--- src/rtl/mdio_apb_arbiter_if.sv ---
// Bus bundle for mdio_apb_arbiter: two requester ports, the APB master port
// and the arbiter status outputs. The slave modport is the arbiter's view.
interface mdio_apb_arbiter_if #(
    parameter int ADDR_W = 21,
    parameter int DATA_W = 16
);
    // requester 0 (MDIO request path)
    logic              m0_valid;
    logic              m0_we;
    logic [ADDR_W-1:0] m0_addr;
    logic [DATA_W-1:0] m0_wdata;
    logic              m0_ready;
    logic [DATA_W-1:0] m0_rdata;
    logic              m0_err;

    // requester 1 (secondary host)
    logic              m1_valid;
    logic              m1_we;
    logic [ADDR_W-1:0] m1_addr;
    logic [DATA_W-1:0] m1_wdata;
    logic              m1_ready;
    logic [DATA_W-1:0] m1_rdata;
    logic              m1_err;

    // APB master port
    logic [ADDR_W-1:0] paddr;
    logic              pwrite;
    logic              psel;
    logic              penable;
    logic [DATA_W-1:0] pwdata;
    logic              pready;
    logic [DATA_W-1:0] prdata;
    logic              pslverr;

    // status
    logic [1:0]        grant;
    logic              arb_busy;
    logic              timeout_evt;

    modport slave (
        input  m0_valid, m0_we, m0_addr, m0_wdata,
        output m0_ready, m0_rdata, m0_err,
        input  m1_valid, m1_we, m1_addr, m1_wdata,
        output m1_ready, m1_rdata, m1_err,
        output paddr, pwrite, psel, penable, pwdata,
        input  pready, prdata, pslverr,
        output grant, arb_busy, timeout_evt
    );

    modport master (
        output m0_valid, m0_we, m0_addr, m0_wdata,
        input  m0_ready, m0_rdata, m0_err,
        output m1_valid, m1_we, m1_addr, m1_wdata,
        input  m1_ready, m1_rdata, m1_err,
        input  paddr, pwrite, psel, penable, pwdata,
        output pready, prdata, pslverr,
        input  grant, arb_busy, timeout_evt
    );
endinterface

--- src/rtl/mdio_apb_arbiter.sv ---
// Round-robin arbiter sharing one APB master port between the MDIO request
// path (requester 0) and the secondary host (requester 1). One transfer in
// flight at a time, full SETUP/ACCESS sequencing and an ACCESS timeout.
module mdio_apb_arbiter #(
    parameter int          ADDR_W  = 21,
    parameter int          DATA_W  = 16,
    parameter int unsigned TIMEOUT = 255
) (
    input logic            clk_100m,
    input logic            rst_100m,
    mdio_apb_arbiter_if.slave bus
);

    // Counter only has to reach TIMEOUT-1: the compare fires in the last
    // allowed ACCESS cycle so exactly TIMEOUT ACCESS cycles elapse.
    localparam int               CNT_W   = (TIMEOUT > 1) ? $clog2(TIMEOUT) : 1;
    localparam logic [CNT_W-1:0] TO_LAST = CNT_W'(TIMEOUT - 1);
    localparam bit               TO_EN   = (TIMEOUT != 0);

    typedef enum logic [1:0] {
        IDLE,
        SETUP,
        ACCESS,
        DONE
    } state_t;

    state_t            state;
    logic              last_grant;
    logic              owner;
    logic [CNT_W-1:0]  cnt;

    logic              req_any;
    logic              pick1;
    logic [ADDR_W-1:0] win_addr;
    logic              win_we;
    logic [DATA_W-1:0] win_wdata;
    logic              acc_end;
    logic              acc_to;
    logic [DATA_W-1:0] acc_rdata;
    logic              acc_err;

    // Winner selection and ACCESS completion decode
    always_comb begin
        req_any   = bus.m0_valid | bus.m1_valid;
        pick1     = bus.m1_valid & (~bus.m0_valid | ~last_grant);
        win_addr  = pick1 ? bus.m1_addr  : bus.m0_addr;
        win_we    = pick1 ? bus.m1_we    : bus.m0_we;
        win_wdata = pick1 ? bus.m1_wdata : bus.m0_wdata;

        acc_to    = TO_EN && !bus.pready && (cnt == TO_LAST);
        acc_end   = bus.pready | acc_to;
        if (bus.pready) begin
            acc_rdata = bus.pwrite ? '0 : bus.prdata;
            acc_err   = bus.pslverr;
        end else begin
            acc_rdata = '1;
            acc_err   = 1'b1;
        end
    end

    // Arbitration FSM with registered APB, grant and requester outputs
    always_ff @(posedge clk_100m or posedge rst_100m) begin
        if (rst_100m) begin
            state           <= IDLE;
            last_grant      <= 1'b1;
            owner           <= 1'b0;
            cnt             <= '0;
            bus.paddr       <= '0;
            bus.pwrite      <= 1'b0;
            bus.pwdata      <= '0;
            bus.psel        <= 1'b0;
            bus.penable     <= 1'b0;
            bus.grant       <= '0;
            bus.arb_busy    <= 1'b0;
            bus.timeout_evt <= 1'b0;
            bus.m0_ready    <= 1'b0;
            bus.m0_rdata    <= '0;
            bus.m0_err      <= 1'b0;
            bus.m1_ready    <= 1'b0;
            bus.m1_rdata    <= '0;
            bus.m1_err      <= 1'b0;
        end else begin
            bus.m0_ready    <= 1'b0;
            bus.m1_ready    <= 1'b0;
            bus.timeout_evt <= 1'b0;
            unique case (state)
                IDLE: begin
                    if (req_any) begin
                        owner        <= pick1;
                        bus.paddr    <= win_addr;
                        bus.pwrite   <= win_we;
                        bus.pwdata   <= win_wdata;
                        bus.grant    <= pick1 ? 2'b10 : 2'b01;
                        bus.psel     <= 1'b1;
                        bus.penable  <= 1'b0;
                        bus.arb_busy <= 1'b1;
                        state        <= SETUP;
                    end
                end
                SETUP: begin
                    bus.penable <= 1'b1;
                    cnt         <= '0;
                    state       <= ACCESS;
                end
                ACCESS: begin
                    cnt <= cnt + 1'b1;
                    if (acc_end) begin
                        bus.psel        <= 1'b0;
                        bus.penable     <= 1'b0;
                        bus.timeout_evt <= acc_to;
                        if (owner) begin
                            bus.m1_ready <= 1'b1;
                            bus.m1_rdata <= acc_rdata;
                            bus.m1_err   <= acc_err;
                        end else begin
                            bus.m0_ready <= 1'b1;
                            bus.m0_rdata <= acc_rdata;
                            bus.m0_err   <= acc_err;
                        end
                        state <= DONE;
                    end
                end
                DONE: begin
                    last_grant   <= owner;
                    bus.grant    <= '0;
                    bus.arb_busy <= 1'b0;
                    state        <= IDLE;
                end
                default: state <= IDLE;
            endcase
        end
    end

endmodule

--- src/flat_wrapper.sv ---
// flat-port wrapper written by rule: the top's interface ports become plain ports
module mdio_apb_arbiter_flat 
#(
    parameter int          ADDR_W  = 21,
    parameter int          DATA_W  = 16,
    parameter int unsigned TIMEOUT = 255
)
  (clk_100m, rst_100m, bus_m0_valid, bus_m0_we, bus_m0_addr, bus_m0_wdata, bus_m0_ready, bus_m0_rdata, bus_m0_err, bus_m1_valid, bus_m1_we, bus_m1_addr, bus_m1_wdata, bus_m1_ready, bus_m1_rdata, bus_m1_err, bus_paddr, bus_pwrite, bus_psel, bus_penable, bus_pwdata, bus_pready, bus_prdata, bus_pslverr, bus_grant, bus_arb_busy, bus_timeout_evt);
  mdio_apb_arbiter_if #(.ADDR_W(ADDR_W), .DATA_W(DATA_W)) bus_i ();
  input logic clk_100m;
  input logic rst_100m;
  input wire logic [$bits(bus_i.m0_valid)-1:0] bus_m0_valid;
  input wire logic [$bits(bus_i.m0_we)-1:0] bus_m0_we;
  input wire logic [$bits(bus_i.m0_addr)-1:0] bus_m0_addr;
  input wire logic [$bits(bus_i.m0_wdata)-1:0] bus_m0_wdata;
  output wire logic [$bits(bus_i.m0_ready)-1:0] bus_m0_ready;
  output wire logic [$bits(bus_i.m0_rdata)-1:0] bus_m0_rdata;
  output wire logic [$bits(bus_i.m0_err)-1:0] bus_m0_err;
  input wire logic [$bits(bus_i.m1_valid)-1:0] bus_m1_valid;
  input wire logic [$bits(bus_i.m1_we)-1:0] bus_m1_we;
  input wire logic [$bits(bus_i.m1_addr)-1:0] bus_m1_addr;
  input wire logic [$bits(bus_i.m1_wdata)-1:0] bus_m1_wdata;
  output wire logic [$bits(bus_i.m1_ready)-1:0] bus_m1_ready;
  output wire logic [$bits(bus_i.m1_rdata)-1:0] bus_m1_rdata;
  output wire logic [$bits(bus_i.m1_err)-1:0] bus_m1_err;
  output wire logic [$bits(bus_i.paddr)-1:0] bus_paddr;
  output wire logic [$bits(bus_i.pwrite)-1:0] bus_pwrite;
  output wire logic [$bits(bus_i.psel)-1:0] bus_psel;
  output wire logic [$bits(bus_i.penable)-1:0] bus_penable;
  output wire logic [$bits(bus_i.pwdata)-1:0] bus_pwdata;
  input wire logic [$bits(bus_i.pready)-1:0] bus_pready;
  input wire logic [$bits(bus_i.prdata)-1:0] bus_prdata;
  input wire logic [$bits(bus_i.pslverr)-1:0] bus_pslverr;
  output wire logic [$bits(bus_i.grant)-1:0] bus_grant;
  output wire logic [$bits(bus_i.arb_busy)-1:0] bus_arb_busy;
  output wire logic [$bits(bus_i.timeout_evt)-1:0] bus_timeout_evt;
  assign bus_i.m0_valid = bus_m0_valid;
  assign bus_i.m0_we = bus_m0_we;
  assign bus_i.m0_addr = bus_m0_addr;
  assign bus_i.m0_wdata = bus_m0_wdata;
  assign bus_m0_ready = bus_i.m0_ready;
  assign bus_m0_rdata = bus_i.m0_rdata;
  assign bus_m0_err = bus_i.m0_err;
  assign bus_i.m1_valid = bus_m1_valid;
  assign bus_i.m1_we = bus_m1_we;
  assign bus_i.m1_addr = bus_m1_addr;
  assign bus_i.m1_wdata = bus_m1_wdata;
  assign bus_m1_ready = bus_i.m1_ready;
  assign bus_m1_rdata = bus_i.m1_rdata;
  assign bus_m1_err = bus_i.m1_err;
  assign bus_paddr = bus_i.paddr;
  assign bus_pwrite = bus_i.pwrite;
  assign bus_psel = bus_i.psel;
  assign bus_penable = bus_i.penable;
  assign bus_pwdata = bus_i.pwdata;
  assign bus_i.pready = bus_pready;
  assign bus_i.prdata = bus_prdata;
  assign bus_i.pslverr = bus_pslverr;
  assign bus_grant = bus_i.grant;
  assign bus_arb_busy = bus_i.arb_busy;
  assign bus_timeout_evt = bus_i.timeout_evt;
  mdio_apb_arbiter #(.ADDR_W(ADDR_W), .DATA_W(DATA_W), .TIMEOUT(TIMEOUT)) u_core (.clk_100m(clk_100m), .rst_100m(rst_100m), .bus(bus_i));
endmodule
--- config.mk ---
export PLATFORM = sky130hd
export DESIGN_NAME = mdio_apb_arbiter_flat
export DESIGN_NICKNAME = d
export VERILOG_FILES = /design/src/rtl/mdio_apb_arbiter_if.sv /design/src/rtl/mdio_apb_arbiter.sv /design/src/flat_wrapper.sv
export SDC_FILE = /design/constraint.sdc
export NUM_CORES = 1
export LEC_CHECK = 0
export CAP_MARGIN = 0
export CORE_ASPECT_RATIO = 1.2
export CORE_MARGIN = 1.5
export CORE_UTILIZATION = 40
export CTS_CLUSTER_SIZE = 8
export DETAILED_ROUTE_END_ITERATION = 8
export PLACE_DENSITY_LB_ADDON = 0.3
export REMOVE_ABC_BUFFERS = 1
export SLEW_MARGIN = 20
export SYNTH_ARGS = -nofsm -noshare
export SYNTH_HDL_FRONTEND = slang
export SYNTH_SLANG_ARGS = --single-unit
--- constraint.sdc ---
create_clock -name clk_100m -period 6.8 [get_ports clk_100m]
set_clock_uncertainty 0.05 [all_clocks]
set_input_delay 1.36 -clock clk_100m [delete_from_list [all_inputs] [get_ports clk_100m]]
set_output_delay 1.36 -clock clk_100m [all_outputs]
set_load 0.005 [all_outputs]
* Word-level counts from Yosys, hierarchy flattened
Cells that the tools add are included.
** Operators by class
- $add $sub $neg :: 1
- Eq/ne operators :: 6
- Multiplexer cells :: 27
- Bitwise operators :: 7
- Reduce and logical (&&, ||, !) cells :: 14
** Operators with widths (number)
- 16-bit 2-to-1 mux :: 3
- 21-bit 2-to-1 mux :: 1
- 8-bit one-hot mux with 2 select lines :: 1
- 1-bit 2-to-1 mux :: 13
- 3-bit AND reduction :: 4
- 8-bit by 1-bit adder with 8-bit output (second input constant) :: 1
- 8-bit == test (second input constant) :: 1
- 2-bit 2-to-1 mux :: 4
- 2-bit one-hot mux with 4 select lines :: 1
- 2-bit AND reduction :: 3
- 2-bit nonzero test :: 3
- 2-bit == test (second input constant) :: 2
- 2-bit by 1-bit != test with 1-bit output (second input constant) :: 2
- 1-bit one-hot mux with 2 select lines :: 2
- 2-bit one-hot mux with 2 select lines :: 1
- 1-bit inverter :: 3
- 1-bit OR :: 3
- 1-bit one-hot mux with 3 select lines :: 1
- 3-bit nonzero test :: 1
- 2-bit by 1-bit == test with 1-bit output (second input constant) :: 1
- 2-bit zero test :: 1
- 1-bit bitwise AND :: 1
- 1-bit logical AND :: 1
- 1-bit zero test :: 1
** Word-level totals
- Register bits after elaboration :: 92
- Output and inout port bits :: 80
- Word-level logic and storage cells :: 73

* Logic depth before layout (Yosys ltp)
- Word-level depth :: 6
- Depth in mapped cells :: 8
- Gate-level depth less buffers :: 6

* Worst setup path after synthesis
OpenSTA, ideal clock, no wires.
- Kind :: input-to-reg
- From :: input bus_m1_valid
- To :: register u_core.bus.psel
- Library setup time :: 0.136 ns
- Arrival time :: 2.092 ns
- Data required time :: 6.614 ns
- Setup slack :: 4.522 ns
- Stages :: 4
- Buffers on the path :: 2
- Path through :: o21ai_1 buf_4 buf_2 o21ai_0
** On the way
- Cells in the longest elaborated chain, start to end :: 3
** RTL lines
- start: declaration :: RTL line flat_wrapper.sv:19 : input wire logic [$bits(bus_i.m1_valid)-1:0] bus_m1_valid;
- 1-bit OR :: RTL line mdio_apb_arbiter.sv:44 : req_any = bus.m0_valid | bus.m1_valid;
- 2-bit by 1-bit != test with 1-bit output (no line)
- 3-bit AND reduction (no line)
- end signal: assignment :: RTL line mdio_apb_arbiter.sv:71 : bus.psel <= 1'b0;
- end signal: assignment :: RTL line mdio_apb_arbiter.sv:94 : bus.psel <= 1'b1;
- end signal: assignment :: RTL line mdio_apb_arbiter.sv:108 : bus.psel <= 1'b0;
- end: declaration :: RTL line mdio_apb_arbiter_if.sv:45 : output paddr, pwrite, psel, penable, pwdata,
Every way passes these cells.
A chain may end at the register's enable or synchronous reset.

* Worst setup path after layout
- From :: register u_core.bus.pwrite
- To :: output bus_pwrite
** RTL lines
- start: declaration :: RTL line mdio_apb_arbiter_if.sv:45
- start signal: assignment :: RTL line mdio_apb_arbiter.sv:91 : bus.pwrite <= win_we;
- end: declaration :: RTL line flat_wrapper.sv:27 : output wire logic [$bits(bus_i.pwrite)-1:0] bus_pwrite;
No word-level cell between the ends.

==> flow_metrics.env <==
export IMPL_finalCritPeriodShare_pct=44.3
export IMPL_hold_violations=0
export IMPL_drv_slew=0
export IMPL_clkTransAtPathRegs_ns=0.07
export IMPL_drive_above_1_share_pct=9.01
export IMPL_finalSetupViolations=0
export IMPL_start_kind="flop"
export IMPL_antenna_found_initial=0
export IMPL_core_sq_mm=0.0101
export IMPL_synth_commonest_cells="91 x dfrtp_1, 49 x nand2_1, 40 x mux2i_1, 39 x o21ai_1, 19 x nand2b_1"
export IMPL_drc=0
export IMPL_p_per_area_mw_per_mm2=421
export IMPL_crit_buf_inv=1
export IMPL_grt_max_degree=78
export IMPL_synth_edff_count=0
export IMPL_ir_worst_vdd_mv=0.179
export IMPL_ys_seq_elements=92
export IMPL_post_drt_wl_per_cell_um=15.9
export IMPL_place_ws_ns=3.46
export IMPL_slowest_delay_ns=0.66
export IMPL_grt_remaining_overflow=0
export IMPL_worst_setup_path_type="flop to output port"
export IMPL_root_buffer="clkbuf_16"
export IMPL_grt_pass1_wl_um=17400
export IMPL_io_pins=178
export IMPL_syn_cell_area_sq_mm=0.00421
export IMPL_cp_end_kind="output port"
export IMPL_cts_buffers=9
export IMPL_die_area_sq_mm=0.0111
export IMPL_worstSkewPairLatency_ns=0.34
export IMPL_chipHeight_um=115
export IMPL_syn2layout_area_growth_pct=50.6
export IMPL_first_iter_violations=113
export IMPL_row_count=40
export IMPL_worstHoldStart="u_core.bus.paddr[11]$_DFFE_PP0P_"
export IMPL_syn_avg_cell_area_sq_um=11.7
export IMPL_internal_power_mw=1.81
export IMPL_ys_types=40
export IMPL_synth_area_leader_cell="dfrtp_1"
export IMPL_io_buffers=177
export IMPL_cp_arrival_ns=1.60
export IMPL_drt_wl_total_um=10500
export IMPL_tightestPinTransition_ns=1.07
export IMPL_dieWidth_um=96.6
export IMPL_dp_hpwl_um=7570
export IMPL_grt_pass1_vias=3580
export IMPL_synth_ff_type="dfrtp_1"
export IMPL_ant_nets=0
export IMPL_cts_tree="built"
export IMPL_reg2reg_from="u_core.state[0]$_DFFE_PP0P_"
export IMPL_rsz0062_at_grt="no"
export IMPL_htreeDepth=3
export IMPL_ys_warn_count=0
export IMPL_hp_class="flop to flop"
export IMPL_drv_cap=0
export IMPL_postLayoutCellArea_sq_mm=0.00634
export IMPL_power_share_clock_pct=19.0
export IMPL_fmax_mhz=332
export IMPL_placed_area_sq_mm=0.00604
export IMPL_cts_sinks=92
export IMPL_setup_tns_ns=0
export IMPL_ys_seq_area_share_pct=54.8
export IMPL_gp_congestion=0.742
export IMPL_diodes=0
export IMPL_hold_ws_ns=0.435
export IMPL_slew_headroom_pct=28.3
export IMPL_status="completed"
export IMPL_cp_startpoint="u_core.bus.pwrite$_DFFE_PP0P_"
export IMPL_post_cts_setup_buffers=0
export IMPL_required_ns=5.39
export IMPL_route_vias_total=3353
export IMPL_swShare_pct=32.0
export IMPL_postCtsHoldBufs=0
export IMPL_yosys_area_top_type_share_pct=54.1
export IMPL_grtUsageTotal_pct=19.5
export IMPL_synth_area_leaders="dfrtp_1 54%, mux2i_1 9.5%, a2bb2oi_2 6.1%"
export IMPL_initial_utilization_pct=41.6
export IMPL_nets=633
export IMPL_seqPwrFrac_pct=36.3
export IMPL_drtPass1Iterations=4
export IMPL_fin_ws_ns=3.79
export IMPL_fin_crit_ns=3.01
export IMPL_syn_inst=360
export IMPL_synthArstFlopShare_pct=100
export IMPL_pwr_share_comb_pct=44.6
export IMPL_p_leak_nw=2.73
export IMPL_cts_resized=0
export IMPL_synth_most_common_cell="dfrtp_1"
export IMPL_slowest_stage="dfrtp_1"
export IMPL_clockBufferDepth=2
export IMPL_cp_top_family="flip-flops"
export IMPL_path_max_fanout=18
export IMPL_avgViaCountPerCell=5.09
export IMPL_p_switching_mw=0.855
export IMPL_path_cells="clkdlybuf4s50_1"
## worst paths after layout
path | depth (start not counted) | endpoint | slack (ns)
worst min-delay path | 2 | u_core.bus.paddr[11]$_DFFE_PP0P_ | 0.43
worst min register to register | 2 | u_core.bus.paddr[11]$_DFFE_PP0P_ | 0.43
worst max register to register | 5 | u_core.bus.m0_rdata[9]$_DFFE_PP0P_ | 4.30
min in group asynchronous | 2 | u_core.bus.grant[0]$_DFFE_PP0P_ | 1.22
max in group asynchronous | 3 | u_core.bus.m0_rdata[0]$_DFFE_PP0P_ | 4.22
worst max-delay path | 1 | bus_pwrite | 3.79
## stage by stage
step	std cells	utilization (%)	power [mW]
finish	659	62.7	2.67
global route	659	62.7	2.85
CTS	659	62.7	2.70
detailed placement	643	59.7	2.19
global placement	643	59.7	2.14
floorplan	337	-	1.52
## power groups by stage
stage	combinational, mW	sequential [mW]	clock [mW]
6_report	1.19	0.970	0.507
5_1_grt	1.31	1.00	0.544
4_1_cts	1.21	0.973	0.520
3_5_place_dp	1.21	0.978	0
3_3_place_gp	1.17	0.971	0
2_1_floorplan	0.544	0.972	0
## logic make-up after synthesis
family | share of synthesized area, %
and+or+nand+nor | 11.3
DFF | 54.8
AOI/OAI and AO/OA | 17.2
muxes | 10.3
buffers and inverters | 3.93
adders and majority gates | 2.08
xor gates and xnor gates | 0.416
## state kept, by name, indices dropped and copies added, names as in the netlist
signal and cells:
u_core.bus.paddr 21, u_core.bus.m0_rdata 16, u_core.bus.m1_rdata 16, u_core.bus.pwdata 16, u_core.cnt 8, u_core.bus.grant 2, u_core.state 2, u_core.bus.arb_busy 1
u_core.bus.m0_err 1, u_core.bus.m0_ready 1, u_core.bus.m1_err 1, u_core.bus.m1_ready 1, u_core.bus.penable 1, u_core.bus.psel 1, u_core.bus.pwrite 1, u_core.bus.timeout_evt 1
u_core.last_grant 1, u_core.owner 1
## area by class of cell
type	instances	area, sq um
Inverter	6	23.8
Clock buffer	9	225
Clock inverter	7	75.1
Fill cell	810	3770
Timing Repair Buffer	180	1790
Tap cell	126	158
Sequential cell	92	2300
Multi-Input combinational cell	239	1760
## layout by cell type, fill, tap and decap left out, drive strengths merged
cell type      synthesis  final
o31ai                  1      1
o22ai                  1      1
o32a                   1      1
nand4                  1      1
o21ai                 47     47
a21boi                 1      1
nor3                   3      3
nor3b                  1      1
and4                   1      1
nand3b                 1      1
and2                   1      1
mux2                   3      3
o21a                   1      1
a2bb2oi               33     33
nand3                  5      5
a22o                   1      1
a21o                   2      2
clkdlybuf4s50          0    177
buf                   14      3
a31oi                  1      1
bufinv                 0      1
nor2b                  6      6
clkinv                 0      5
xor2                   2      2
nand2                 49     49
dfstp                  1      1
inv                    6      7
nand2b                19     19
ha                     7      7
dfrtp                 91     91
mux2i                 40     40
clkbuf                 9      9
a21oi                  2      2
nor2                   6      6
and3                   3      3
## layer usage
| layer | track usage, % | wire length (um) |
|---|---|---|
| met2 | 33.1 | 4970 |
| met1 | 22.0 | 4300 |
| met4 | 6.76 | 164 |
| met5 | 0 | 0 |
| met3 | 8.51 | 1050 |
No activity file was read; power rests on OpenSTA's default activity.
